File: config.mk
export PLATFORM = sky130hd
export DESIGN_NAME = sample_and_hold_multi
export DESIGN_NICKNAME = d
export VERILOG_FILES = /design/src/rtl/sample_and_hold_multi.sv
export SDC_FILE = /design/constraint.sdc
export NUM_CORES = 1
export LEC_CHECK = 0
export CORE_ASPECT_RATIO = 1.75
export CORE_MARGIN = 4
export CORE_UTILIZATION = 50
export CTS_BUF_LIST = sky130_fd_sc_hd__clkbuf_16
export CTS_CLUSTER_DIAMETER = 40
export DETAILED_ROUTE_END_ITERATION = 12
export PLACE_DENSITY = 0.67
export REMOVE_ABC_BUFFERS = 1
export SKIP_CTS_REPAIR_TIMING = 1
export SYNTH_ARGS = -nofsm -noshare
export SYNTH_HDL_FRONTEND = slang
export SYNTH_SLANG_ARGS = --single-unit
File: constraint.sdc
create_clock -name clk_i -period 2.9 [get_ports clk_i]
set_clock_uncertainty 0.1 [all_clocks]
set_input_delay 0.58 -clock clk_i [delete_from_list [all_inputs] [get_ports clk_i]]
set_output_delay 0.58 -clock clk_i [all_outputs]
set_load 0.01 [all_outputs]
File: src/rtl/sample_and_hold_multi.sv
// sample_and_hold_multi
//   Multi-channel level stretcher. Each channel watches for ACTIVE_LEVEL on its input and holds
//   that level on its output for a run-time-selectable number of extra cycles, so that short
//   glitches from line-status/error detectors are seen by slower status/LED/USB consumers.
//
// Parameters
//   CHANNELS      number of independent channels
//   HOLD_MAX      largest hold length; hold_len_i above it is clamped
//   ACTIVE_LEVEL  level detected and held (0: zero-hold, 1: one-hold)
//   RETRIGGER     1: active input during a hold reloads the counter; 0: input ignored in hold
//
// Ports
//   clk_i       system clock
//   rst_ni      asynchronous reset, active-low
//   signal_i    per-channel input lines, synchronous to clk_i
//   hold_len_i  hold length in cycles, sampled whenever a counter loads
//   flush_i     synchronous abort of all holds
//   clear_i     clears sticky_o                       (SAH_MULTI_STICKY_EN only)
//   sticky_o    per-channel "hold started" flags      (SAH_MULTI_STICKY_EN only)
//   signal_o    registered stretched outputs
//   busy_o      1 while the channel counter is non-zero
//
// Configuration
//   Define SAH_MULTI_STICKY_EN to add the sticky_o/clear_i ports and sticky flag registers.

module sample_and_hold_multi #(
    parameter int unsigned CHANNELS     = 8,
    parameter int unsigned HOLD_MAX     = 255,
    parameter bit          ACTIVE_LEVEL = 1'b0,
    parameter bit          RETRIGGER    = 1'b0,
    localparam int unsigned BITS        = $clog2(HOLD_MAX + 1)
) (
    input  logic                clk_i,
    input  logic                rst_ni,
    input  logic [CHANNELS-1:0] signal_i,
    input  logic [BITS-1:0]     hold_len_i,
    input  logic                flush_i,
`ifdef SAH_MULTI_STICKY_EN
    input  logic                clear_i,
    output logic [CHANNELS-1:0] sticky_o,
`endif
    output logic [CHANNELS-1:0] signal_o,
    output logic [CHANNELS-1:0] busy_o
);

    logic [BITS-1:0]     len;
    logic [CHANNELS-1:0] active;
    logic [BITS-1:0]     cnt_q [CHANNELS];
    logic [BITS-1:0]     cnt_d [CHANNELS];
    logic [CHANNELS-1:0] sig_q, sig_d;
`ifdef SAH_MULTI_STICKY_EN
    logic [CHANNELS-1:0] load;
    logic [CHANNELS-1:0] sticky_q, sticky_d;
`endif

    // Clamp keeps every loaded count <= HOLD_MAX, so the counter can never wrap.
    always_comb begin
        len = (hold_len_i > BITS'(HOLD_MAX)) ? BITS'(HOLD_MAX) : hold_len_i;
    end

    always_comb begin
        active = ACTIVE_LEVEL ? signal_i : ~signal_i;
    end

    // Per channel: cnt == 0 is IDLE (follow input), cnt > 0 is HOLD (drive ACTIVE_LEVEL).
    always_comb begin
        for (int unsigned n = 0; n < CHANNELS; n++) begin
            cnt_d[n] = cnt_q[n];
            sig_d[n] = signal_i[n];
`ifdef SAH_MULTI_STICKY_EN
            load[n]  = 1'b0;
`endif
            if (flush_i) begin
                // Flush wins over any load or retrigger in the same cycle.
                cnt_d[n] = '0;
            end else if (cnt_q[n] == '0) begin
                if (active[n] && (len != '0)) begin
                    cnt_d[n] = len;
`ifdef SAH_MULTI_STICKY_EN
                    load[n]  = 1'b1;
`endif
                end
            end else begin
                sig_d[n] = ACTIVE_LEVEL;
                if (RETRIGGER && active[n]) begin
                    // A zero length here ends the hold: channel is IDLE next cycle.
                    cnt_d[n] = len;
                end else begin
                    cnt_d[n] = cnt_q[n] - BITS'(1);
                end
            end
        end
    end

    always_ff @(posedge clk_i or negedge rst_ni) begin
        if (!rst_ni) begin
            for (int unsigned n = 0; n < CHANNELS; n++) begin
                cnt_q[n] <= '0;
            end
            sig_q <= {CHANNELS{~ACTIVE_LEVEL}};
        end else begin
            for (int unsigned n = 0; n < CHANNELS; n++) begin
                cnt_q[n] <= cnt_d[n];
            end
            sig_q <= sig_d;
        end
    end

`ifdef SAH_MULTI_STICKY_EN
    // Only IDLE->HOLD loads set the flag; a set beats a simultaneous clear.
    always_comb begin
        sticky_d = (sticky_q & ~{CHANNELS{clear_i}}) | load;
    end

    always_ff @(posedge clk_i or negedge rst_ni) begin
        if (!rst_ni) begin
            sticky_q <= '0;
        end else begin
            sticky_q <= sticky_d;
        end
    end

    assign sticky_o = sticky_q;
`endif

    always_comb begin
        for (int unsigned n = 0; n < CHANNELS; n++) begin
            busy_o[n] = (cnt_q[n] != '0);
        end
    end

    assign signal_o = sig_q;

endmodule

==> results.txt <==
----------------------------------------------------
[Status]
  Run status ... complete, no violations

[Detailed routing]
  DRC violation count after routing ... 0
  1st-pass router iterations ... 5
  Post-detailed-route count of antenna-violating nets ... 0
  Total Wirelength ... 12.21 mm
  Total number of vias ... ~4000
  Initial drt markers ... ~200
  Routed wire length per instance ... 18.76 um
  DR vias/cell ... 6.154

[Finish]
  Commonest cells after routing, fill and taps aside ... sky130_fd_sc_hd__dfrtp_1, sky130_fd_sc_hd__a21oi_1, sky130_fd_sc_hd__nand2_1, sky130_fd_sc_hd__buf_4
  Total number of nets in the final design ... 565
  Fin area ... 5298 um2
  Antenna diodes ... 0
  Share of the core filled with cells ... a little over three fifths
  Proportion of layout cells with a drive suffix above 1 ... around 16%
  Most common library cell in the layout ignoring fill and taps ... sky130_fd_sc_hd__dfrtp_1
  Area Overhead vs Synth ... 21.70%

[Synth]
  Average footprint of a synthesized cell ... roughly 9.1 um2
  Sequential element share of the synthesized area ... 41.62%
  Distinct cells, synth ... 62
  Cells after Synth ... ~480
  Total standard cell area after synthesis ... 4353 um2
  Main flop type after synthesis ... sky130_fd_sc_hd__dfrtp_1
  Register bit total from synthesis ... 72
  Yosys warning total ... 0
  Async set or reset register ratio after synthesis ... 100.0%
  Number of flops mapped to enable cells by yosys ... 0

[Global routing]
  Remaining Overflow, GRT ... 0
  Total track usage ... 24.87%
  Antenna violations before repair ... 0
  Wire length of the first global-routing pass ... 20.26 mm
  Largest net degree at the start of global routing ... 50
  Number of global-route vias before repair ... 4112

[Die]
  Number of top-level pins ... 35
  Die H ... approximately 130 um
  Die ar. ... between 10000 and 15000 um2
  Number of placement rows ... 44
  Horizontal die dimension ... around 79 um
  Initial core utilization ... 51.68%
  Area of the core ... approximately 8400 um2

[Clock network]
  H-tree levels ... 3
  Number of buffers created by CTS ... 9
  Clk pin slew, worst setup/hold paths ... 0.06 ns
  Clock Latency Late Sink ... 0.34 ns
  TritonCTS clock tree ... yes
  Worst-case clock buffer depth ... 2
  Master cell of the clock root buffer ... sky130_fd_sc_hd__clkbuf_16
  Clock Sink Count ... 72

[Power]
  Leakage dissipation ... 2.258 nW
  Part of the power in combinational logic ... 51.3%
  Switching component of the power ... 2.406 mW
  Internal power ... roughly 3.5 mW
  IR Drop Worst-Case VDD ... between 0.6 and 0.7 mV
  Clock network fraction of total power ... 18.3%
  Switching portion of total power ... 40.71%
  Power density of the placed cells ... 1116 nW/um2
  Flop pwr share ... 30.3%

[Min path]
  Worst min-delay path class ... in2async

[Placement]
  Final RePlAce weighted congestion ... 0.8713
  Final HPWL DP ... 8.535 mm
  Post-DP Area ... roughly 5000 um2
  Dpl ws ... 0.1904 ns
  PortBufs ... 34

[STA]
  Max Fclk ... around 350 MHz
  Number of slew-limit violations in the final report ... 0
  Final setup TNS ... 0 ns
  Final Cycle Share ... 97.67%
  Number of setup violations in the final report ... 0
  Worst slew margin relative to its limit ... 57.16%
  Count of final hold-check violations ... 0
  Final critical-path required period ... 2.832 ns
  Worst Max-Slew Pin Slew ... between 0.6 and 0.7 ns
  Final worst slack ... 0.06765 ns

[Setup path]
  Worst endpoint required time ... 2.22 ns
  CP startpoint kind ... flip-flop
  Critical path capture point type ... output pin
  Peak fanout along the critical path ... 9
  Setup CP Type ... reg2out
  Arrival time reported for the critical path endpoint ... 2.15 ns

[Flow run]
  Max capacitance violation total ... 0

----------------------------------------------------
-- flip-flops by register name (all words and copies together) (netlist names) --
name      flops
signal_o      8
cnt_q        64
-- power by group through the flow --
stage          clock network, mW  registers (mW)  logic, mW
2_1_floorplan                  0            1.70       2.10
4_1_cts                     1.10            1.78       3.02
3_3_place_gp                   0            1.78       2.91
6_report                    1.08            1.79       3.03
3_5_place_dp                   0            1.79       3.00
5_1_grt                     1.15            1.85       3.38
-- layout make-up --
class | count | area (um2)
inverter | 34 | 127.6
timing repair buffer | 65 | 585.6
tap | 115 | 143.9
clock inverter | 7 | 62.56
clock buffer | 9 | 225.2
multi-input combinational | 349 | 2340
fill | 719 | 3126
sequential | 72 | 1813
-- path summary, 6_finish.rpt --
path / startpoint / to / slack (ns) / cells past startpoint
hold reg to reg: cnt_q[55]$_DFFE_PN0P_ / cnt_q[55]$_DFFE_PN0P_ / 0.40 / 1
setup reg to reg: cnt_q[32]$_DFFE_PN0P_ / cnt_q[37]$_DFFE_PN0P_ / 0.63 / 7
setup / recovery: cnt_q[11]$_DFFE_PN0P_ / busy_o[6] / 0.07 / 4
min in group clk_i: cnt_q[55]$_DFFE_PN0P_ / cnt_q[55]$_DFFE_PN0P_ / 0.40 / 1
hold / removal: rst_ni / cnt_q[50]$_DFFE_PN0P_ / 0.14 / 1
max in group asynchronous: rst_ni / signal_o[7]$_DFF_PN1_ / 1.81 / 2
-- worst max-delay path, cell delays in order (launching register included) --
cell and delay, ns:
sky130_fd_sc_hd__dfrtp_1 0.44, sky130_fd_sc_hd__or4_1 0.61, sky130_fd_sc_hd__nor2_2 0.18, sky130_fd_sc_hd__inv_2 0.10, sky130_fd_sc_hd__clkdlybuf4s50_1 0.49
-- through the flow --
step | hold slack (ns) | total power [mW] | instances
6_report | 0.1405 | 5.912 | 651
5_1_grt | 0.1818 | 6.384 | 651
4_1_cts | 0.1564 | 5.908 | 651
3_5_place_dp | 0.3970 | 4.797 | 635
3_3_place_gp | 0.3779 | 4.691 | 635
2_1_floorplan | 0.1844 | 3.806 | 455
-- per-layer routing --
metal	track usage (%)	share of wire, %	routed length (um)
met3	3.836	4.3	522
met4	13.23	3.7	447
met5	0	0	0
met1	28.87	40	4924
met2	43.14	52	6318
-- synth_stat cells (8+ instances only) --
library cell | n | area [um2]
sky130_fd_sc_hd__a21oi_1 | 46 | 230.2
sky130_fd_sc_hd__mux2i_1 | 9 | 90.09
sky130_fd_sc_hd__ha_1 | 15 | 187.7
sky130_fd_sc_hd__a211oi_1 | 17 | 127.6
sky130_fd_sc_hd__dfrtp_1 | 64 | 1602
sky130_fd_sc_hd__inv_1 | 29 | 108.9
sky130_fd_sc_hd__nand2b_1 | 9 | 56.30
sky130_fd_sc_hd__nor2_1 | 23 | 86.33
sky130_fd_sc_hd__xnor2_1 | 8 | 70.07
sky130_fd_sc_hd__o21ai_0 | 18 | 90.09
sky130_fd_sc_hd__a31oi_1 | 10 | 62.56
sky130_fd_sc_hd__o31ai_1 | 10 | 75.07
sky130_fd_sc_hd__nor3_1 | 19 | 95.09
sky130_fd_sc_hd__nand2_1 | 33 | 123.9
sky130_fd_sc_hd__clkbuf_1 | 17 | 63.81
sky130_fd_sc_hd__a311oi_1 | 8 | 70.07
sky130_fd_sc_hd__nand3_1 | 17 | 85.08
sky130_fd_sc_hd__dfstp_2 | 8 | 210.2
-- logic make-up after synthesis --
kind of cell               count (synthesis)  synth area share [%]
AOI/OAI and AO/OA                        142                 21.82
xor gates and xnor gates                  15                 3.018
adders and majority gates                 15                 4.312
buffers and inverters                     55                 4.829
DFF                                       72                 41.62
muxes                                     14                 3.363
and+or+nand+nor                          163                 21.04
Power figures use the tool's default switching activity.
